File: config.mk
export PLATFORM = sky130hd
export DESIGN_NAME = adc_scan_sequencer
export DESIGN_NICKNAME = d
export VERILOG_FILES = /design/src/rtl/adc_scan_sequencer.sv
export SDC_FILE = /design/constraint.sdc
export NUM_CORES = 1
export LEC_CHECK = 0
export CORE_UTILIZATION = 50
export DETAILED_ROUTE_END_ITERATION = 12
export PLACE_DENSITY = 0.71
export SYNTH_ARGS = -nofsm -noshare
export SYNTH_HDL_FRONTEND = slang
export SYNTH_SLANG_ARGS = --single-unit
File: constraint.sdc
create_clock -name clk -period 5.1 [get_ports clk]
set_clock_uncertainty 0.1 [all_clocks]
set_input_delay 0.51 -clock clk [delete_from_list [all_inputs] [get_ports clk]]
set_output_delay 0.51 -clock clk [all_outputs]
set_load 0.01 [all_outputs]
File: src/rtl/adc_scan_sequencer.sv
// adc_scan_sequencer: autonomous scan controller for an 8-channel, 12-bit SPI ADC
// (LTC2308-style CONVST/SCK/SDI/SDO). Cycles through channels 0..LAST_CH and runs one
// conversion plus one 12-bit transfer per frame. Results land in per-channel registers
// that are readable over an Avalon-MM slave.
//
// Ports:
//   clk, reset          system clock; synchronous active-high reset
//   avs_address/read/write/writedata/readdata
//                       Avalon-MM slave, registered read data, 1-cycle read latency
//   adc_sclk            serial clock, idles low
//   adc_cs_n            high = convert, low = transfer
//   adc_din             6-bit config word, MSB first, changes on SCLK falling edges
//   adc_dout            12-bit result, MSB first, sampled on SCLK rising edges
//   scan_done           one-cycle pulse after the last channel of a pass is stored
//   irq                 DONE & IE, registered (only when ADC_SCAN_IRQ_EN is defined)
//
// Build option: define ADC_SCAN_IRQ_EN to add the irq output and the CTRL.IE bit.
module adc_scan_sequencer #(
  parameter int unsigned CLK_DIV   = 2,
  parameter int unsigned CONV_WAIT = 80
) (
  input  logic        clk,
  input  logic        reset,
  input  logic [3:0]  avs_address,
  input  logic        avs_read,
  input  logic        avs_write,
  input  logic [31:0] avs_writedata,
  output logic [31:0] avs_readdata,
  output logic        adc_sclk,
  output logic        adc_cs_n,
  output logic        adc_din,
  input  logic        adc_dout,
  output logic        scan_done
`ifdef ADC_SCAN_IRQ_EN
  ,
  output logic        irq
`endif
);

  localparam int unsigned CwW = (CONV_WAIT > 1) ? $clog2(CONV_WAIT) : 1;

  typedef enum logic [1:0] {StIdle, StConv, StShift, StStore} state_e;

  state_e          state_q, state_d;
  logic [CwW-1:0]  conv_cnt_q, conv_cnt_d;
  logic [7:0]      div_cnt_q, div_cnt_d;
  logic [4:0]      edge_cnt_q, edge_cnt_d;
  logic            sclk_q, sclk_d;
  logic            cs_n_q, cs_n_d;
  logic [11:0]     tx_sh_q, tx_sh_d;
  logic [11:0]     rx_sh_q, rx_sh_d;
  // Channel programmed by the current frame, and the one whose result it returns.
  logic [2:0]      ch_ptr_q, ch_ptr_d;
  logic [2:0]      prev_ch_q, prev_ch_d;
  logic            prev_valid_q, prev_valid_d;
  logic            prev_last_q, prev_last_d;
  // Pass configuration, captured from CTRL whenever the pointer restarts at 0.
  logic [2:0]      last_ch_q, last_ch_d;
  logic            uni_q, uni_d;
  logic            ctrl_en_q, ctrl_en_d;
  logic [2:0]      ctrl_last_ch_q, ctrl_last_ch_d;
  logic            ctrl_uni_q, ctrl_uni_d;
  logic [11:0]     result_q [8];
  logic [11:0]     result_d [8];
  logic [7:0]      valid_q, valid_d;
  logic [7:0]      pass_cnt_q, pass_cnt_d;
  logic            done_q, done_d;
  logic            done_set, done_clr;
  logic            scan_done_q, scan_done_d;
  logic [31:0]     rdata_q, rdata_d;
  logic            ctrl_ie;

`ifdef ADC_SCAN_IRQ_EN
  logic ctrl_ie_q, ctrl_ie_d;
  logic irq_q;
  assign ctrl_ie = ctrl_ie_q;
  assign irq     = irq_q;
`else
  assign ctrl_ie = 1'b0;
`endif

  logic unused_wdata;
  assign unused_wdata = ^{avs_writedata[31:17], avs_writedata[15:9], avs_writedata[7],
                          avs_writedata[3:1]};

  always_comb begin
    state_d        = state_q;
    conv_cnt_d     = conv_cnt_q;
    div_cnt_d      = div_cnt_q;
    edge_cnt_d     = edge_cnt_q;
    sclk_d         = sclk_q;
    cs_n_d         = cs_n_q;
    tx_sh_d        = tx_sh_q;
    rx_sh_d        = rx_sh_q;
    ch_ptr_d       = ch_ptr_q;
    prev_ch_d      = prev_ch_q;
    prev_valid_d   = prev_valid_q;
    prev_last_d    = prev_last_q;
    last_ch_d      = last_ch_q;
    uni_d          = uni_q;
    ctrl_en_d      = ctrl_en_q;
    ctrl_last_ch_d = ctrl_last_ch_q;
    ctrl_uni_d     = ctrl_uni_q;
    result_d       = result_q;
    valid_d        = valid_q;
    pass_cnt_d     = pass_cnt_q;
    done_set       = 1'b0;
    done_clr       = 1'b0;
    scan_done_d    = 1'b0;
    rdata_d        = rdata_q;
`ifdef ADC_SCAN_IRQ_EN
    ctrl_ie_d      = ctrl_ie_q;
`endif

    unique case (state_q)
      StIdle: begin
        if (ctrl_en_q) begin
          state_d      = StConv;
          conv_cnt_d   = '0;
          last_ch_d    = ctrl_last_ch_q;
          uni_d        = ctrl_uni_q;
          prev_valid_d = 1'b0;  // first frame after idle is a dummy
        end
      end
      StConv: begin
        if (conv_cnt_q == CwW'(CONV_WAIT - 1)) begin
          state_d    = StShift;
          cs_n_d     = 1'b0;
          div_cnt_d  = '0;
          edge_cnt_d = '0;
          // First config bit must already be on adc_din when SHIFT starts.
          tx_sh_d    = {1'b1, ch_ptr_q[0], ch_ptr_q[2], ch_ptr_q[1], uni_q, 1'b0, 6'b0};
        end else begin
          conv_cnt_d = conv_cnt_q + 1'b1;
        end
      end
      StShift: begin
        if (div_cnt_q == 8'(CLK_DIV - 1)) begin
          div_cnt_d  = '0;
          sclk_d     = ~sclk_q;
          edge_cnt_d = edge_cnt_q + 1'b1;
          if (!sclk_q) begin
            rx_sh_d = {rx_sh_q[10:0], adc_dout};
          end else begin
            tx_sh_d = {tx_sh_q[10:0], 1'b0};
          end
          if (edge_cnt_q == 5'd23) begin
            state_d = StStore;
            cs_n_d  = 1'b1;
          end
        end else begin
          div_cnt_d = div_cnt_q + 1'b1;
        end
      end
      StStore: begin
        if (prev_valid_q) begin
          result_d[prev_ch_q] = rx_sh_q;
          valid_d[prev_ch_q]  = 1'b1;
          if (prev_last_q) begin
            scan_done_d = 1'b1;
            pass_cnt_d  = pass_cnt_q + 1'b1;
            done_set    = 1'b1;
          end
        end
        prev_ch_d    = ch_ptr_q;
        prev_last_d  = (ch_ptr_q == last_ch_q);
        prev_valid_d = 1'b1;
        if (ctrl_en_q) begin
          state_d    = StConv;
          conv_cnt_d = '0;
          if (ch_ptr_q == last_ch_q) begin
            ch_ptr_d  = '0;
            last_ch_d = ctrl_last_ch_q;
            uni_d     = ctrl_uni_q;
          end else begin
            ch_ptr_d = ch_ptr_q + 1'b1;
          end
        end else begin
          state_d      = StIdle;
          ch_ptr_d     = '0;
          prev_valid_d = 1'b0;
        end
      end
      default: state_d = StIdle;
    endcase

    if (avs_write) begin
      if (avs_address == 4'd8) begin
        ctrl_en_d      = avs_writedata[0];
        ctrl_last_ch_d = avs_writedata[6:4];
        ctrl_uni_d     = avs_writedata[8];
`ifdef ADC_SCAN_IRQ_EN
        ctrl_ie_d      = avs_writedata[1];
`endif
      end else if (avs_address == 4'd9) begin
        done_clr = avs_writedata[16];
      end
    end
    // Set wins over a same-cycle clear.
    done_d = (done_q & ~done_clr) | done_set;

    // Read mux samples pre-update state, so a colliding store reads as the old value.
    if (avs_read) begin
      if (avs_address < 4'd8) begin
        rdata_d = {valid_q[avs_address[2:0]], 19'b0, result_q[avs_address[2:0]]};
      end else if (avs_address == 4'd8) begin
        rdata_d = {23'b0, ctrl_uni_q, 1'b0, ctrl_last_ch_q, 2'b00, ctrl_ie, ctrl_en_q};
      end else if (avs_address == 4'd9) begin
        rdata_d = {15'b0, done_q, pass_cnt_q, 7'b0, (state_q != StIdle)};
      end else begin
        rdata_d = '0;
      end
    end
  end

  always_ff @(posedge clk) begin
    if (reset) begin
      state_q        <= StIdle;
      conv_cnt_q     <= '0;
      div_cnt_q      <= '0;
      edge_cnt_q     <= '0;
      sclk_q         <= 1'b0;
      cs_n_q         <= 1'b1;
      tx_sh_q        <= '0;
      rx_sh_q        <= '0;
      ch_ptr_q       <= '0;
      prev_ch_q      <= '0;
      prev_valid_q   <= 1'b0;
      prev_last_q    <= 1'b0;
      last_ch_q      <= '0;
      uni_q          <= 1'b1;
      ctrl_en_q      <= 1'b0;
      ctrl_last_ch_q <= '0;
      ctrl_uni_q     <= 1'b1;
      for (int i = 0; i < 8; i++) result_q[i] <= '0;
      valid_q        <= '0;
      pass_cnt_q     <= '0;
      done_q         <= 1'b0;
      scan_done_q    <= 1'b0;
      rdata_q        <= '0;
`ifdef ADC_SCAN_IRQ_EN
      ctrl_ie_q      <= 1'b0;
      irq_q          <= 1'b0;
`endif
    end else begin
      state_q        <= state_d;
      conv_cnt_q     <= conv_cnt_d;
      div_cnt_q      <= div_cnt_d;
      edge_cnt_q     <= edge_cnt_d;
      sclk_q         <= sclk_d;
      cs_n_q         <= cs_n_d;
      tx_sh_q        <= tx_sh_d;
      rx_sh_q        <= rx_sh_d;
      ch_ptr_q       <= ch_ptr_d;
      prev_ch_q      <= prev_ch_d;
      prev_valid_q   <= prev_valid_d;
      prev_last_q    <= prev_last_d;
      last_ch_q      <= last_ch_d;
      uni_q          <= uni_d;
      ctrl_en_q      <= ctrl_en_d;
      ctrl_last_ch_q <= ctrl_last_ch_d;
      ctrl_uni_q     <= ctrl_uni_d;
      for (int i = 0; i < 8; i++) result_q[i] <= result_d[i];
      valid_q        <= valid_d;
      pass_cnt_q     <= pass_cnt_d;
      done_q         <= done_d;
      scan_done_q    <= scan_done_d;
      rdata_q        <= rdata_d;
`ifdef ADC_SCAN_IRQ_EN
      ctrl_ie_q      <= ctrl_ie_d;
      irq_q          <= done_q & ctrl_ie_q;
`endif
    end
  end

  assign adc_sclk     = sclk_q;
  assign adc_cs_n     = cs_n_q;
  assign adc_din      = tx_sh_q[11];
  assign avs_readdata = rdata_q;
  assign scan_done    = scan_done_q;

endmodule
==> out/qor.txt, run 1 <==
Unique cell type count in the Yosys netlist = 63
R2R depth = 6
Sw Pwr = 0.000703 W
Logic pwr share = 5.9%
Switch share = 22.9%
Hold Fails Final Rpt = 0
Via/cell ratio = 5.61
Root cell of the clock tree = clkbuf_16
Largest net degree at the start of global routing = 123
Clock-pin slew on the worst setup and hold paths = 0.07 ns
DRT Wirelength = 19100 um
CP Capture Type = register
Yosys top cell by area = dfxtp_1
Period utilization = 56.9%
Gr ovfl total = 0
Endpoints failing setup = 0
PwrDens = 323 nW/um^2
Syn Inst Count = 904
Post-DP HPWL = 11700 um
DR vias = 6361
Drt first pass iters = 5
Area delta synth->final = 12.0%
Placed Cells = 1102
Top cells by area, synth = dfxtp_1 45%, mux2i_1 12%, mux4_2 6.9%
# DRC = 0
Async set-reset flop share out of synthesis = 0%
Setup ws final = 2.20 ns
Worst-path maximum fanout = 21
Buffers on Ports = 36
Num CTS Buffers = 17
Relative slew slack = 38.0%
VDD IR-drop max = 313 uV
Internal = 0.00237 W
# rows = 47
Worst hold path type = register to register
P_leak = 3.27 nW
CTS hold repair buffers = 0
Filler instances = 1468
H-tree lvl count = 4
EDFF count, synth = 0
Arr. time, crit path = 3.16 ns
CP delay by family, top = adder cells
Top cell by count, worst path = inv_1
Yosys top cell area share = 44.8%
Die H = 132 um
Post-CTS sizing = 0
Post-CTS setup buffers = 0
Yosys warning total = 0
Clock buffer depth = 2
Sequential Power Share = 49.0%
Slowest stage cell, crit path = ha_1
Top Ports = 77
Synth Flop Type = dfxtp_1
Sink Count = 190
Number of routed nets with antenna violations = 0
Max-slew violation count = 0
Core area = 16600 sq um
Cell area after placement = 8890 sq um
Final instance area = 9510 sq um
Die area = 17500 sq um
CTS tree = done
Synth Cell Area = 8500 sq um
DR WL/cell = 16.9 um
CP max stage delay = 0.78 ns
Total GRT Usage = 22.3%
Startpoint Class = register
Required @ worst endpoint = 5.36 ns
Core Util, Final = 57.4%
Worst skew pair latency = 0.43 ns
CP cell instances = inv_1 > ha_1 > inv_1 > o22a_1 > or4_1 > a21oi_1
Crit path buf inv count = 2
Stages on the worst setup path = 6
Starting Density = 51.2%
Nets = 952
Gpl congestion = 0.828
Clk pwr share = 45.1%
Final min period = 2.90 ns
Synth Area per Inst = 9.40 sq um
Global-route wire length before repair = 30900 um
Initial antenna violation count = 0
Fin cells = 1134
Number of global-route vias before repair = 5912
F_max = 0.345 GHz
Outcome = finished, final reports clean
Hold depth = 2
Layout cell share with drive strength beyond 1 = 9.41%
Ant diodes = 0
Register area share after synthesis = 44.8%
Maxcap violations = 0
Yosys reg bits = 190
Crit Path Category = register to register
Unrepaired setup endpoints after global routing = false
Die X-Extent = 132 um
Sum Neg Setup Slack = 0 ns
Worst-Margin Slew = 0.930 ns
Pre-CTS WS = 2.24 ns
1st-iter DRT viols = 557
==> final timing paths <==
path | startpoint | to | slack, ns
setup / recovery | state_q[0]$_SDFFE_PP0P_ | div_cnt_q[5]$_SDFFE_PP0P_ | 2.20
setup reg to reg | state_q[0]$_SDFFE_PP0P_ | div_cnt_q[5]$_SDFFE_PP0P_ | 2.20
hold reg to reg | result_q[77]$_SDFFE_PP0P_ | result_q[77]$_SDFFE_PP0P_ | 0.35
hold / removal | result_q[77]$_SDFFE_PP0P_ | result_q[77]$_SDFFE_PP0P_ | 0.35
==> cell usage in the layout, fill, tap and decap left out, types with 17 or more instances in the layout <==
cell / synthesis / routed
a21oi_1: 65 / 65
clkbuf_16: 0 / 17
clkdlybuf4s50_1: 0 / 34
dfxtp_1: 190 / 190
mux2i_1: 101 / 101
mux4_2: 26 / 26
nand2_1: 87 / 87
nand3_1: 21 / 21
nor2_1: 131 / 131
o21ai_0: 33 / 33
==> per-layer routing <==
metal	vias up	GRT usage [%]	part of all wire, %
li1	3130	-	-
met1	3078	30.9	47
met2	130	35.3	47
met3	23	4.42	4.4
met4	0	6.64	1.4
met5	-	0	0
==> Yosys cell counts (4+ instances only) <==
| master | number |
|---|---|
| mux4_2 | 26 |
| nand2b_1 | 12 |
| ha_1 | 10 |
| nor2_1 | 131 |
| nand3b_1 | 5 |
| nand3_1 | 21 |
| o21ai_0 | 33 |
| nor3_1 | 8 |
| inv_1 | 11 |
| or3_1 | 9 |
| mux2i_1 | 101 |
| nand4_1 | 7 |
| buf_4 | 18 |
| nand2_1 | 87 |
| buf_1 | 7 |
| dfxtp_1 | 190 |
| xor2_1 | 6 |
| xnor2_1 | 5 |
| clkbuf_1 | 46 |
| buf_2 | 13 |
| a31oi_1 | 9 |
| or4_1 | 7 |
| a21oi_1 | 65 |
| and3_1 | 4 |
| nor4_1 | 4 |
| o22ai_1 | 7 |
| nor2b_1 | 9 |
==> worst register-to-register path: cells and delay by family (launching register included) <==
family                     cells  cell delay [ns]
DFF                            1             0.34
and+or+nand+nor                1             0.56
adders and majority gates      1             0.78
AOI/OAI and AO/OA              2             0.59
buffers and inverters          2             0.47
==> cell families after synthesis <==
group / synth area share, %
multiplexers: 19.1
adder cells (fa/ha/maj): 1.47
other: 0.0441
AO/OA/AOI/OAI: 10.5
buffers and inverters: 5.32
flip-flops: 44.8
XOR/XNOR: 1.13
AND/OR/NAND/NOR: 17.7
==> power by group through the flow <==
stage,Sequential (W),Combinational [W],Clock (W)
5_1_grt,0.00151,0.000197,0.00146
6_report,0.00151,0.000180,0.00138
4_1_cts,0.00151,0.000180,0.00140
3_3_place_gp,0.00154,0.000179,0
3_5_place_dp,0.00154,0.000180,0
2_1_floorplan,0.00154,0.000135,0
==> flip-flops by register name (all words and copies together), names as in the netlist, 2 cells and up <==
register,cells
last_ch_q,3
pass_cnt_q,8
result_q,96
valid_q,8
avs_readdata,18
ch_ptr_q,3
ctrl_last_ch_q,3
tx_sh_q,5
edge_cnt_q,5
rx_sh_q,12
conv_cnt_q,7
div_cnt_q,8
state_q,2
prev_ch_q,3
==> through the flow <==
| stage | hold WS (ns) | power [W] |
|---|---|---|
| after floorplan | 0.333 | 0.00167 |
| after global placement | 0.342 | 0.00172 |
| after detailed placement | 0.347 | 0.00172 |
| after CTS | 0.357 | 0.00309 |
| after global routing | 0.379 | 0.00317 |
| final | 0.355 | 0.00307 |
==> area by class of cell <==
type	instances	area, sq um	share of cell area, %
multi-input combinational	631	4310	45.3
sequential	190	3800	40.0
inverter	11	41.3	0.434
tap	220	275	2.89
clock buffer	22	464	4.88
clock inverter	10	153	1.60
timing repair buffer	50	462	4.85
No activity file was read; power rests on OpenSTA's default activity.
==> run 2: changes to the inputs <==
- clock period: 5.1 -> 2.9 ns (I/O delays scaled with it)
==> run 2 against run 1 <==
First-iteration DRC count decreased by 16%. Cell area is 0.82% higher. Fmax is 32% higher. Non-clock buffer count rose by 12. Sequential power increased by 75%. Critical path depth is 1 lower. Core utilization grew 0.47 points. Power up 72%. Sequential share of layout area is 0.32 points lower. Clock power is 68% higher. Global-route usage increased by 0.33 points. Largest cell class unchanged. Via count grew 1.4%. Critical endpoint is now adc_cs_n$_SDFFE_PP1P_.
==> out/qor.txt, run 2 (synthesized netlist as in run 1, its figures left out) <==
Outcome = finished, final reports clean
Required @ worst endpoint = 3.15 ns
Area delta synth->final = 12.9%
Worst skew pair latency = 0.45 ns
Die area = 17500 sq um
Worst hold path type = input port to register
Post-CTS sizing = 0
CTS hold repair buffers = 0
Maxcap violations = 0
DR WL/cell = 16.8 um
# DRC = 0
Gpl congestion = 0.835
Sink Count = 190
Die X-Extent = 132 um
Sum Neg Setup Slack = 0 ns
FF-to-FF Start = state_q[0]$_SDFFE_PP0P_
Layout cell share with drive strength beyond 1 = 10.9%
Top Ports = 77
# rows = 47
Hold depth = 2
Gr ovfl total = 0
Starting Density = 51.2%
Fin Hold WS = 0.153 ns
1st-iter DRT viols = 470
Nets = 964
Number of global-route vias before repair = 5977
Num CTS Buffers = 17
Ant diodes = 0
FF-to-FF setup slack = 0.70 ns
Post-CTS setup buffers = 0
DRT Wirelength = 19300 um
Total GRT Usage = 22.7%
PwrDens = 552 nW/um^2
Worst-Margin Slew = 0.677 ns
CP Capture Type = register
Worst r2r dst = adc_cs_n$_SDFFE_PP1P_
Core area = 16600 sq um
Largest reg by FF count = result_q
Post-DP HPWL = 12000 um
Largest register FFs = 96
Clock buffer depth = 2
Initial antenna violation count = 0
Max-slew violation count = 0
Buffers on Ports = 36
Global-route wire length before repair = 31200 um
Drt first pass iters = 7
P_leak = 3.32 nW
Relative slew slack = 54.4%
DR vias = 6452
Largest net degree at the start of global routing = 67
Startpoint Class = register
VDD IR-drop max = 417 uV
Cell area after placement = 9000 sq um
Final min period = 2.20 ns
F_max = 0.455 GHz
Crit Path Category = register to register
Via/cell ratio = 5.63
H-tree lvl count = 4
Arr. time, crit path = 2.45 ns
Endpoints failing setup = 0
Unrepaired setup endpoints after global routing = false
R2R depth = 5
Final instance area = 9590 sq um
Root cell of the clock tree = clkbuf_16
Die H = 132 um
CTS tree = done
Period utilization = 75.7%
Clock-pin slew on the worst setup and hold paths = 0.07 ns
Worst hold endpoint = pass_cnt_q[6]$_SDFFE_PP0P_
Commonest non-fill, non-tap cells in the layout = 190 x dfxtp_1, 131 x nor2_1, 101 x mux2i_1, 87 x nand2_1, 65 x a21oi_1
Hold Startpoint = reset
Commonest non-fill, non-tap cell in the layout = dfxtp_1
Worst-path maximum fanout = 12
Number of routed nets with antenna violations = 0
Hold Fails Final Rpt = 0
[run 2: power by group]
group / leakage (nW) / total, W / internal (W) / switching (W)
Clock: 0.282 / 0.00232 / 0.00116 / 0.00116
Sequential: 1.53 / 0.00265 / 0.00263 / 0.0000168
Combinational: 1.50 / 0.000328 / 0.000121 / 0.000207
Total: 3.32 / 0.00529 / 0.00391 / 0.00138
[run 2: layout make-up]
| cell class | count | area [sq um] |
|---|---|---|
| multi-input cells | 631 | 4310 |
| well taps | 220 | 275 |
| clock buffers | 17 | 425 |
| repair buffers | 62 | 564 |
| inverters | 11 | 41.3 |
| clock inverters | 15 | 166 |
| flip-flops and latches | 190 | 3800 |
| fillers | 1459 | 6990 |
[run 2: critical path: stages (launching register included)]
cell and delay (ns):
dfxtp_1 0.39, inv_1 0.10, ha_1 0.55, inv_1 0.24
or4_1 0.56, a22oi_1 0.18
[run 2: routing by layer]
metal	vias to the layer above	GRT usage, %	part of all wire [%]
met3	14	4.73	3.6
met2	125	36.0	47
met5	-	0	0
met1	3156	31.6	48
met4	0	5.43	0.72
li1	3157	-	-
[run 2: per-stage QoR]
step | cells | setup WS, ns | total power [W] | util [%]
after detailed placement | 1114 | 0.628 | 0.00303 | 54.3
after global placement | 1114 | 0.626 | 0.00303 | 54.3
after CTS | 1146 | 0.716 | 0.00532 | 57.8
final | 1146 | 0.704 | 0.00529 | 57.8
after floorplan | 917 | 0.988 | 0.00294 | -
after global routing | 1146 | 0.583 | 0.00547 | 57.8
[run 2: worst max-delay path by stage]
stage	end	slack [ns]	start
2_1_floorplan	rx_sh_q[2]$_SDFFE_PP0P_	0.99	state_q[0]$_SDFFE_PP0P_
3_3_place_gp	avs_readdata[9]$_SDFFE_PP0P_	0.63	avs_address[1]
3_5_place_dp	avs_readdata[9]$_SDFFE_PP0P_	0.63	avs_address[1]
4_1_cts	result_q[55]$_SDFFE_PP0P_	0.72	state_q[0]$_SDFFE_PP0P_
5_1_grt	result_q[55]$_SDFFE_PP0P_	0.58	state_q[0]$_SDFFE_PP0P_
6_report	adc_cs_n$_SDFFE_PP1P_	0.70	state_q[0]$_SDFFE_PP0P_
